### src/rtl/reg_file_bank.sv
// Parametrised register file: two combinational read ports with write bypass, one
// synchronous write port, per-register pending bits and a sequenced array clear.
module reg_file_bank #(
  parameter int DATA_W   = 32,
  parameter int ADDR_W   = 5,
  parameter int ZERO_REG = 1
) (
  input  logic              clk,
  input  logic              rst,
  input  logic              wr_en,
  input  logic [ADDR_W-1:0] result_addr,
  input  logic [DATA_W-1:0] din,
  input  logic [ADDR_W-1:0] op_one_addr,
  input  logic [ADDR_W-1:0] op_two_addr,
  output logic [DATA_W-1:0] op_one,
  output logic [DATA_W-1:0] op_two,
  input  logic              pend_set,
  input  logic [ADDR_W-1:0] pend_addr,
  output logic              pend_one,
  output logic              pend_two,
  input  logic              clr_start,
  output logic              clr_busy
);

  localparam int DEPTH = 2 ** ADDR_W;
  localparam logic [ADDR_W-1:0] LAST_IDX = ADDR_W'(DEPTH - 1);

  typedef enum logic {IDLE = 1'b0, CLEAR = 1'b1} state_t;

  state_t            state_r, state_nxt_s;
  logic [ADDR_W-1:0] cnt_r, cnt_nxt_s;
  logic [DATA_W-1:0] regs_r [DEPTH];
  logic [DEPTH-1:0]  pend_r, pend_nxt_s, pend_clr_mask_s, pend_set_mask_s;
  logic              idle_s, clr_go_s, wr_ok_s, pset_ok_s;

  function automatic logic is_hard_zero(input logic [ADDR_W-1:0] addr);
    return (ZERO_REG != 0) && (addr == '0);
  endfunction

  function automatic logic bypass_hit(input logic [ADDR_W-1:0] addr, input logic idle,
                                      input logic wen, input logic [ADDR_W-1:0] waddr);
    return idle && wen && (waddr == addr) && !is_hard_zero(addr);
  endfunction

  assign idle_s    = (state_r == IDLE);
  assign clr_go_s  = idle_s && clr_start;
  // The edge that launches a clear swallows that cycle's write and pend_set.
  assign wr_ok_s   = idle_s && !clr_start && wr_en && !is_hard_zero(result_addr);
  assign pset_ok_s = idle_s && !clr_start && pend_set && !is_hard_zero(pend_addr);

  // Clear sequencer next-state and counter logic.
  always_comb begin
    state_nxt_s = state_r;
    cnt_nxt_s   = cnt_r;
    case (state_r)
      IDLE: begin
        if (clr_start) begin
          state_nxt_s = CLEAR;
          cnt_nxt_s   = '0;
        end else begin
          state_nxt_s = IDLE;
        end
      end
      CLEAR: begin
        cnt_nxt_s = cnt_r + 1'b1;
        if (cnt_r == LAST_IDX) begin
          state_nxt_s = IDLE;
        end else begin
          state_nxt_s = CLEAR;
        end
      end
      default: begin
        state_nxt_s = IDLE;
        cnt_nxt_s   = '0;
      end
    endcase
  end

  // Clear sequencer state register.
  always_ff @(posedge clk or posedge rst) begin
    if (rst) begin
      state_r <= IDLE;
      cnt_r   <= '0;
    end else begin
      state_r <= state_nxt_s;
      cnt_r   <= cnt_nxt_s;
    end
  end

  // Register array: clear engine has priority over the external write port.
  always_ff @(posedge clk or posedge rst) begin
    if (rst) begin
      for (int i = 0; i < DEPTH; i++) regs_r[i] <= '0;
    end else if (state_r == CLEAR) begin
      regs_r[cnt_r] <= '0;
    end else if (wr_ok_s) begin
      regs_r[result_addr] <= din;
    end
  end

  // Set mask applied after clear mask so a new producer wins over a retiring one.
  assign pend_clr_mask_s = wr_ok_s   ? (DEPTH'(1) << result_addr) : '0;
  assign pend_set_mask_s = pset_ok_s ? (DEPTH'(1) << pend_addr)   : '0;
  assign pend_nxt_s      = (pend_r & ~pend_clr_mask_s) | pend_set_mask_s;

  // Pending scoreboard.
  always_ff @(posedge clk or posedge rst) begin
    if (rst) begin
      pend_r <= '0;
    end else if (clr_go_s) begin
      pend_r <= '0;
    end else begin
      pend_r <= pend_nxt_s;
    end
  end

  // Read port 1 with hardwired zero and same-cycle bypass.
  always_comb begin
    if (is_hard_zero(op_one_addr)) begin
      op_one = '0;
    end else if (bypass_hit(op_one_addr, idle_s, wr_en, result_addr)) begin
      op_one = din;
    end else begin
      op_one = regs_r[op_one_addr];
    end
  end

  // Read port 2 with hardwired zero and same-cycle bypass.
  always_comb begin
    if (is_hard_zero(op_two_addr)) begin
      op_two = '0;
    end else if (bypass_hit(op_two_addr, idle_s, wr_en, result_addr)) begin
      op_two = din;
    end else begin
      op_two = regs_r[op_two_addr];
    end
  end

  assign pend_one = pend_r[op_one_addr];
  assign pend_two = pend_r[op_two_addr];
  assign clr_busy = (state_r == CLEAR);

endmodule

### config.mk
export PLATFORM = sky130hd
export DESIGN_NAME = reg_file_bank
export DESIGN_NICKNAME = d
export VERILOG_FILES = /design/src/rtl/reg_file_bank.sv
export SDC_FILE = /design/constraint.sdc
export NUM_CORES = 2
export LEC_CHECK = 0
export BUFFER_PORTS_ARGS = -buffer_cell sky130_fd_sc_hd__buf_2
export CAP_MARGIN = 30
export CORE_MARGIN = 8
export CORE_UTILIZATION = 64
export CTS_CLUSTER_DIAMETER = 40
export DETAILED_ROUTE_END_ITERATION = 12
export HOLD_SLACK_MARGIN = 0.08
export PLACE_DENSITY_LB_ADDON = 0.05
export SLEW_MARGIN = 20
export SYNTH_ARGS = -nofsm -noshare
export SYNTH_HDL_FRONTEND = slang
export SYNTH_SLANG_ARGS = --single-unit
### constraint.sdc
create_clock -name clk -period 60.6 [get_ports clk]
set_input_delay 18.18 -clock clk [delete_from_list [all_inputs] [get_ports clk]]
set_output_delay 18.18 -clock clk [all_outputs]
set_load 0.01 [all_outputs]
==> Yosys cells after proc, flatten, opt, wreduce, memory -nomap -nowiden <==
Index checks and enable logic that the tools add are counted.
{ "word_totals": {"regBits": 1062, "latch_bits": 0, "ramBits": 0, "mem_bits_ro": 0, "input_bits": 57, "elab_cells": 112, "memories": 0} }
{ "op_classes": {"n_addsub": 1, "n_mul": 0, "div": 0, "magnitude_cmp": 8, "eq_ne": 4, "n_shift": 2, "n_mux": 29, "bitwise_logic": 10, "reduce_logical": 23} }
{ "op_table": {"columns": ["cell", "n"], "rows": [
  ["$mux 1024", 2],
  ["$and 1024x1024->1024", 1],
  ["$bwmux 1024", 1],
  ["$not 1024->1024", 1],
  ["$mux 32", 13],
  ["$bmux 32 s5", 2],
  ["$demux 32 s5", 2],
  ["$shl 1x5->32 const A", 2],
  ["$and 32x32->32", 1],
  ["$not 32->32", 1],
  ["$or 32x32->32", 1],
  ["$ge 6x6->1 const B", 4],
  ["$not 5->6", 4],
  ["$logic_not 5->1", 4],
  ["$logic_and 1x1->1", 13],
  ["$lt 5x6->1 const B", 2],
  ["$lt 6x1->1 const B", 2],
  ["$bmux 1 s5", 2],
  ["$eq 5x5->1", 2],
  ["$pmux 5 s2", 1],
  ["$add 5x1->5 const B", 1],
  ["$eq 5x5->1 const B", 1],
  ["$logic_not 1->1", 5],
  ["$mux 5", 1],
  ["other kinds (5)", 8]
]} }

==> Depth between registers and ports, before layout <==
{ "depth": {"depth_word": 9, "mapped_depth": 9, "mapped_depth_nobuf": 5} }

==> Worst setup path after synthesis <==
No wires, ideal clock.
{ "synth_timing": {"path_type": "input port to output port", "startpoint": "in op_one_addr[0]", "endpoint": "out pend_one", "arrival_time_ps": 19890, "t_required_ps": 42420, "slack_ps": 22530, "stages": 5, "n_path_buf": 2, "cell_sequence": "clkbuf_1 -> buf_2 -> mux4_2 -> mux4_2 -> mux2_2"} }
{ "synth_between": {"elab_chain_len": 2} }
{ "synth_lines": {"columns": ["element", "line_no", "rtl"], "rows": [
  ["start: declaration", "13", "input logic [ADDR_W-1:0] op_one_addr,"],
  ["$bmux 1 s5", "139", "assign pend_one = pend_r[op_one_addr];"],
  ["$mux 1 (implied by the code)", "139", null],
  ["end: declaration", "19", "output logic pend_one,"]
]} }
No other way between the ends. The select of a mux whose other input is x is not followed.

==> Worst setup path in the final report <==
{ "layout_timing": {"startpoint": "in op_one_addr[2]", "endpoint": "out op_one[26]"} }
{ "layout_between": {"elab_chain_len": 6} }
{ "layout_lines": {"columns": ["element", "line_no", "rtl"], "rows": [
  ["$not 5->6 (implied by the code)", "124", "op_one = regs_r[op_one_addr];"],
  ["$bmux 32 s5", "124", null],
  ["$mux 32 (implied by the code) (2 in series)", "124", null],
  ["$mux 32", "121", "end else if (bypass_hit(op_one_addr, idle_s, wr_en, result_addr)) begin"],
  ["$mux 32 (*)", "119", "if (is_hard_zero(op_one_addr)) begin"],
  ["end: declaration", "15", "output logic [DATA_W-1:0] op_one,"]
]} }
Every way passes the cells marked *; elsewhere a longest branch is shown, timed or not. The select of a mux whose other input is x is not followed.

==> tab_implementation.tex <==
\begin{tabular}{lr}
\hline
Metric & Value \\
\hline
\multicolumn{2}{l}{\textbf{Outcome}} \\
Status & complete, no violations \\
\multicolumn{2}{l}{\textbf{Clock network}} \\
Clock sink count & 1062 \\
Hold-fix buffer count after cts & 0 \\
Clock buffers created by TritonCTS & 147 \\
H-tree depth & 4 \\
Root buf cell & sky130\_fd\_sc\_hd\_\_clkbuf\_16 \\
Resized Gates After CTS & 0 \\
Post-CTS setup-driven buffer insertion count & 0 \\
Clock transition at the registers of the reported paths & around 60 ps \\
Clock insertion delay at the later pin of the skew report & 770 ps \\
Clock buffer depth & 3 \\
TritonCTS clock tree & done \\
\multicolumn{2}{l}{\textbf{Place}} \\
Routability cong. & $\sim$0.90 \\
Placed wire-length estimate & 118.2 mm \\
Buffers added on ports & 123 \\
\multicolumn{2}{l}{\textbf{Synth}} \\
Register bit total from synthesis & roughly 1100 \\
Synth area leaders & sky130\_fd\_sc\_hd\_\_dfrtp\_1, sky130\_fd\_sc\_hd\_\_a22o\_1, sky130\_fd\_sc\_hd\_\_mux2i\_1 \\
Flip-flop cell with the highest count after synthesis & sky130\_fd\_sc\_hd\_\_dfrtp\_1 \\
Synthesis Warnings & 0 \\
Post-synthesis cell count & 4652 \\
Most area-hungry cell type in the Yosys netlist & sky130\_fd\_sc\_hd\_\_dfrtp\_1 \\
Yosys top cell area share & 0.4692 \\
Post-Synthesis Mean Instance Area & 12.18 sq um \\
Post-Syn Area & 56640 sq um \\
EDFF count, synth & 0 \\
Share of flip-flops with an asynchronous set or reset after synthesis & 1.000 \\
Proportion of synthesized chip area in sequential cells & 0.4692 \\
Synth cell types & 48 \\
Post-synth net total & 4714 \\
\multicolumn{2}{l}{\textbf{Final layout}} \\
Filler instances & roughly 6100 \\
Area Overhead vs Synth & 11.96\% \\
Commonest non-fill, non-tap cell in the layout & sky130\_fd\_sc\_hd\_\_dfrtp\_1 \\
Nets & $\sim$4500 \\
Highest-count cells in the layout ignoring fill and taps & sky130\_fd\_sc\_hd\_\_dfrtp\_1, sky130\_fd\_sc\_hd\_\_a22o\_1, sky130\_fd\_sc\_hd\_\_mux2i\_1, sky130\_fd\_sc\_hd\_\_mux4\_2, sky130\_fd\_sc\_hd\_\_clkbuf\_16 \\
Fraction of layout instances using a drive strength above 1 & 0.2046 \\
\multicolumn{2}{l}{\textbf{Routing}} \\
Antenna Nets Post-Route & 0 \\
TritonRoute pass-1 iters & 7 \\
Total via count in the routed design & 47543 \\
Detailed-route DRC error count & 0 \\
Final wirelength & 220.7 mm \\
Average routed wire per standard cell & approximately 38 um \\
1st-iter DRT viols & between 8000 and 9000 \\
Average via count per standard cell & 8.237 \\
\multicolumn{2}{l}{\textbf{Global routing}} \\
GRT Overall Usage & 0.4356 \\
Maximum number of pins on one net before global-route repair & 155 \\
Global-route wire length before repair & 319.5 mm \\
Initial antenna violation count & 11 \\
Overall overflow remaining after global route & 0 \\
Via count of the first global-routing pass & 47015 \\
\multicolumn{2}{l}{\textbf{Power and ir drop}} \\
Clock network fraction of design power & 0.434 \\
LEAKAGE & 29.63 nW \\
Internal portion of total power & 1.447 mW \\
Power spent charging and discharging nets & 622.9 uW \\
Share of total power in combinational logic & 0.173 \\
Sequential share of power & 0.393 \\
Highest ir drop seen on vdd & 0.00003748 V \\
Power, Total & 2.070 mW \\
Sw Ratio & 0.3009 \\
Power density over cell area & between 30 and 40 nW/um\^{}2 \\
\multicolumn{2}{l}{\textbf{STA}} \\
Setup repair after global routing missed its margin & false \\
Max Freq & 0.02447 GHz \\
Worst clock skew on the final layout & 27.47 ps \\
Final Hold Violating Endpoints & 0 \\
Final number of setup-violating endpoints & 0 \\
Total negative setup slack & 0 ps \\
Measured slew at the worst slew-check pin & 1130 ps \\
Final critical-path share of the clock period & 0.6743 \\
Shortest period the worst path allows & 40860 ps \\
Final-report max-slew violation count & 0 \\
Headroom to the max-slew limit & 0.2464 \\
\multicolumn{2}{l}{\textbf{Floorplanning}} \\
Core Region & roughly 88000 sq um \\
Die width & 313.5 um \\
Vertical die dimension & 313.5 um \\
Row Count & roughly 110 \\
Die footprint & 98270 sq um \\
Starting density of the core & 0.6429 \\
I/O pin count & 124 \\
\multicolumn{2}{l}{\textbf{Worst setup path}} \\
Type of element launching the critical path & primary input \\
R2R Setup Slk & 57060 ps \\
Critical path data required time & 42420 ps \\
CP Capture Type & output port \\
Endpoint arrival time on the critical path & 22680 ps \\
Worst-path fanout max & 38 \\
Crit Path Class & in -> out \\
\multicolumn{2}{l}{\textbf{Flow run}} \\
Max-capacitance violation count & 0 \\
\multicolumn{2}{l}{\textbf{Worst hold path}} \\
Worst min-delay path category & reg -> reg \\
\hline
\end{tabular}
Yosys cell counts (2+ instances only):
| cell | instances |
|---|---|
| sky130_fd_sc_hd__a21boi_0 | 32 |
| sky130_fd_sc_hd__a21o_1 | 32 |
| sky130_fd_sc_hd__a21oi_1 | 158 |
| sky130_fd_sc_hd__a221oi_1 | 64 |
| sky130_fd_sc_hd__a22o_1 | 1056 |
| sky130_fd_sc_hd__a22oi_1 | 128 |
| sky130_fd_sc_hd__and2_1 | 40 |
| sky130_fd_sc_hd__and3_1 | 8 |
| sky130_fd_sc_hd__and3b_1 | 2 |
| sky130_fd_sc_hd__buf_1 | 31 |
| sky130_fd_sc_hd__buf_2 | 124 |
| sky130_fd_sc_hd__clkbuf_1 | 423 |
| sky130_fd_sc_hd__dfrtp_1 | 1062 |
| sky130_fd_sc_hd__ha_1 | 5 |
| sky130_fd_sc_hd__inv_1 | 4 |
| sky130_fd_sc_hd__mux2_2 | 131 |
| sky130_fd_sc_hd__mux2i_1 | 576 |
| sky130_fd_sc_hd__mux4_2 | 212 |
| sky130_fd_sc_hd__nand2_1 | 84 |
| sky130_fd_sc_hd__nand2b_1 | 4 |
| sky130_fd_sc_hd__nand3_1 | 5 |
| sky130_fd_sc_hd__nand3b_1 | 6 |
| sky130_fd_sc_hd__nor2_1 | 108 |
| sky130_fd_sc_hd__nor2b_1 | 34 |
| sky130_fd_sc_hd__nor3_1 | 40 |
| sky130_fd_sc_hd__nor3_2 | 12 |
| sky130_fd_sc_hd__nor3b_1 | 6 |
| sky130_fd_sc_hd__nor4_1 | 2 |
| sky130_fd_sc_hd__nor4_4 | 2 |
| sky130_fd_sc_hd__o211ai_1 | 64 |
| sky130_fd_sc_hd__o21ai_0 | 72 |
| sky130_fd_sc_hd__o22ai_1 | 65 |
| sky130_fd_sc_hd__o41a_1 | 32 |
| sky130_fd_sc_hd__or2_2 | 2 |
| sky130_fd_sc_hd__or3_1 | 2 |
| sky130_fd_sc_hd__or3b_2 | 3 |
| sky130_fd_sc_hd__xnor2_1 | 6 |
| sky130_fd_sc_hd__xor2_1 | 5 |
power groups by stage:
stage | Clock [mW] | Sequential, mW | Combinational (mW)
after global routing | 0.928 | 0.817 | 0.367
after detailed placement | 0 | 0.819 | 0.342
final | 0.899 | 0.813 | 0.358
after CTS | 0.899 | 0.809 | 0.343
after global placement | 0 | 0.818 | 0.336
after floorplan | 0 | 0.806 | 0.218
cell type report:
class / instances / area, sq um / share of cell area
diodes: 7 / 17.52 / 0.0002762
repair buffers: 264 / 1953 / 0.03080
multi-input cells: 3007 / 28320 / 0.4465
inverters: 5 / 26.28 / 0.0004143
flip-flops and latches: 1062 / 26580 / 0.4191
clock buffers: 184 / 4114 / 0.06488
clock inverters: 78 / 952.2 / 0.01502
well taps: 1165 / 1458 / 0.02299
stage by stage:
stage | util | worst slack [ps] | area, sq um | hold slack (ps) | std cells
floorplan | - | 12530 | 56640 | 470.7 | 4652
global placement | 0.6592 | 20290 | 58070 | 488.9 | 5492
detailed placement | 0.6600 | 20220 | 58140 | 493.3 | 5496
CTS | 0.7175 | 20180 | 63210 | 507.6 | 5758
global route | 0.7197 | 19950 | 63400 | 526.3 | 5768
finish | 0.7198 | 19740 | 63410 | 513.0 | 5772
sequential cells by signal (all words and copies together) (netlist names):
name and cells:
clr_busy 1, pend_r 32, regs_r 1024, cnt_r 5
metal layers:
metal	share of wire	GRT usage	vias to the layer above
li1	-	-	18035
met1	0.36	0.5717	24108
met2	0.43	0.6194	4363
met3	0.15	0.1728	1031
met4	0.064	0.2384	6
met5	0.00042	0.004444	-
logic make-up (layout without fill, tap and decap cells):
kind of cell               Yosys count  after routing  synth area share
AOI/OAI and AO/OA                 1705           1705            0.2413
xor gates and xnor gates            11             11          0.001701
adders and majority gates            5              5          0.001105
buffers and inverters              583            531           0.04138
DFF                               1062           1062            0.4692
muxes                              919            919            0.2121
other                                0              7                 0
and+or+nand+nor                    367            367           0.03322
worst paths after layout:
| path | start | to | depth (start not counted) |
|---|---|---|---|
| worst max-delay path | op_one_addr[2] | op_one[26] | 10 |
| worst min-delay path | regs_r[1010] | regs_r[1010] | 1 |
| worst max register to register | clr_busy | regs_r[421] | 6 |
| worst min register to register | regs_r[1010] | regs_r[1010] | 1 |
| max in group asynchronous | rst | regs_r[206] | 8 |
| min in group asynchronous | rst | regs_r[447] | 2 |
critical path, stage by stage:
cell and delay, ps:
sky130_fd_sc_hd__buf_4 230, sky130_fd_sc_hd__buf_4 770, sky130_fd_sc_hd__buf_4 710, sky130_fd_sc_hd__and2_2 720, sky130_fd_sc_hd__buf_4 500, sky130_fd_sc_hd__a22o_1 230
sky130_fd_sc_hd__a221oi_1 50, sky130_fd_sc_hd__o211ai_1 570, sky130_fd_sc_hd__a21oi_1 410, sky130_fd_sc_hd__buf_2 260
No activity file was read; power rests on OpenSTA's default activity.
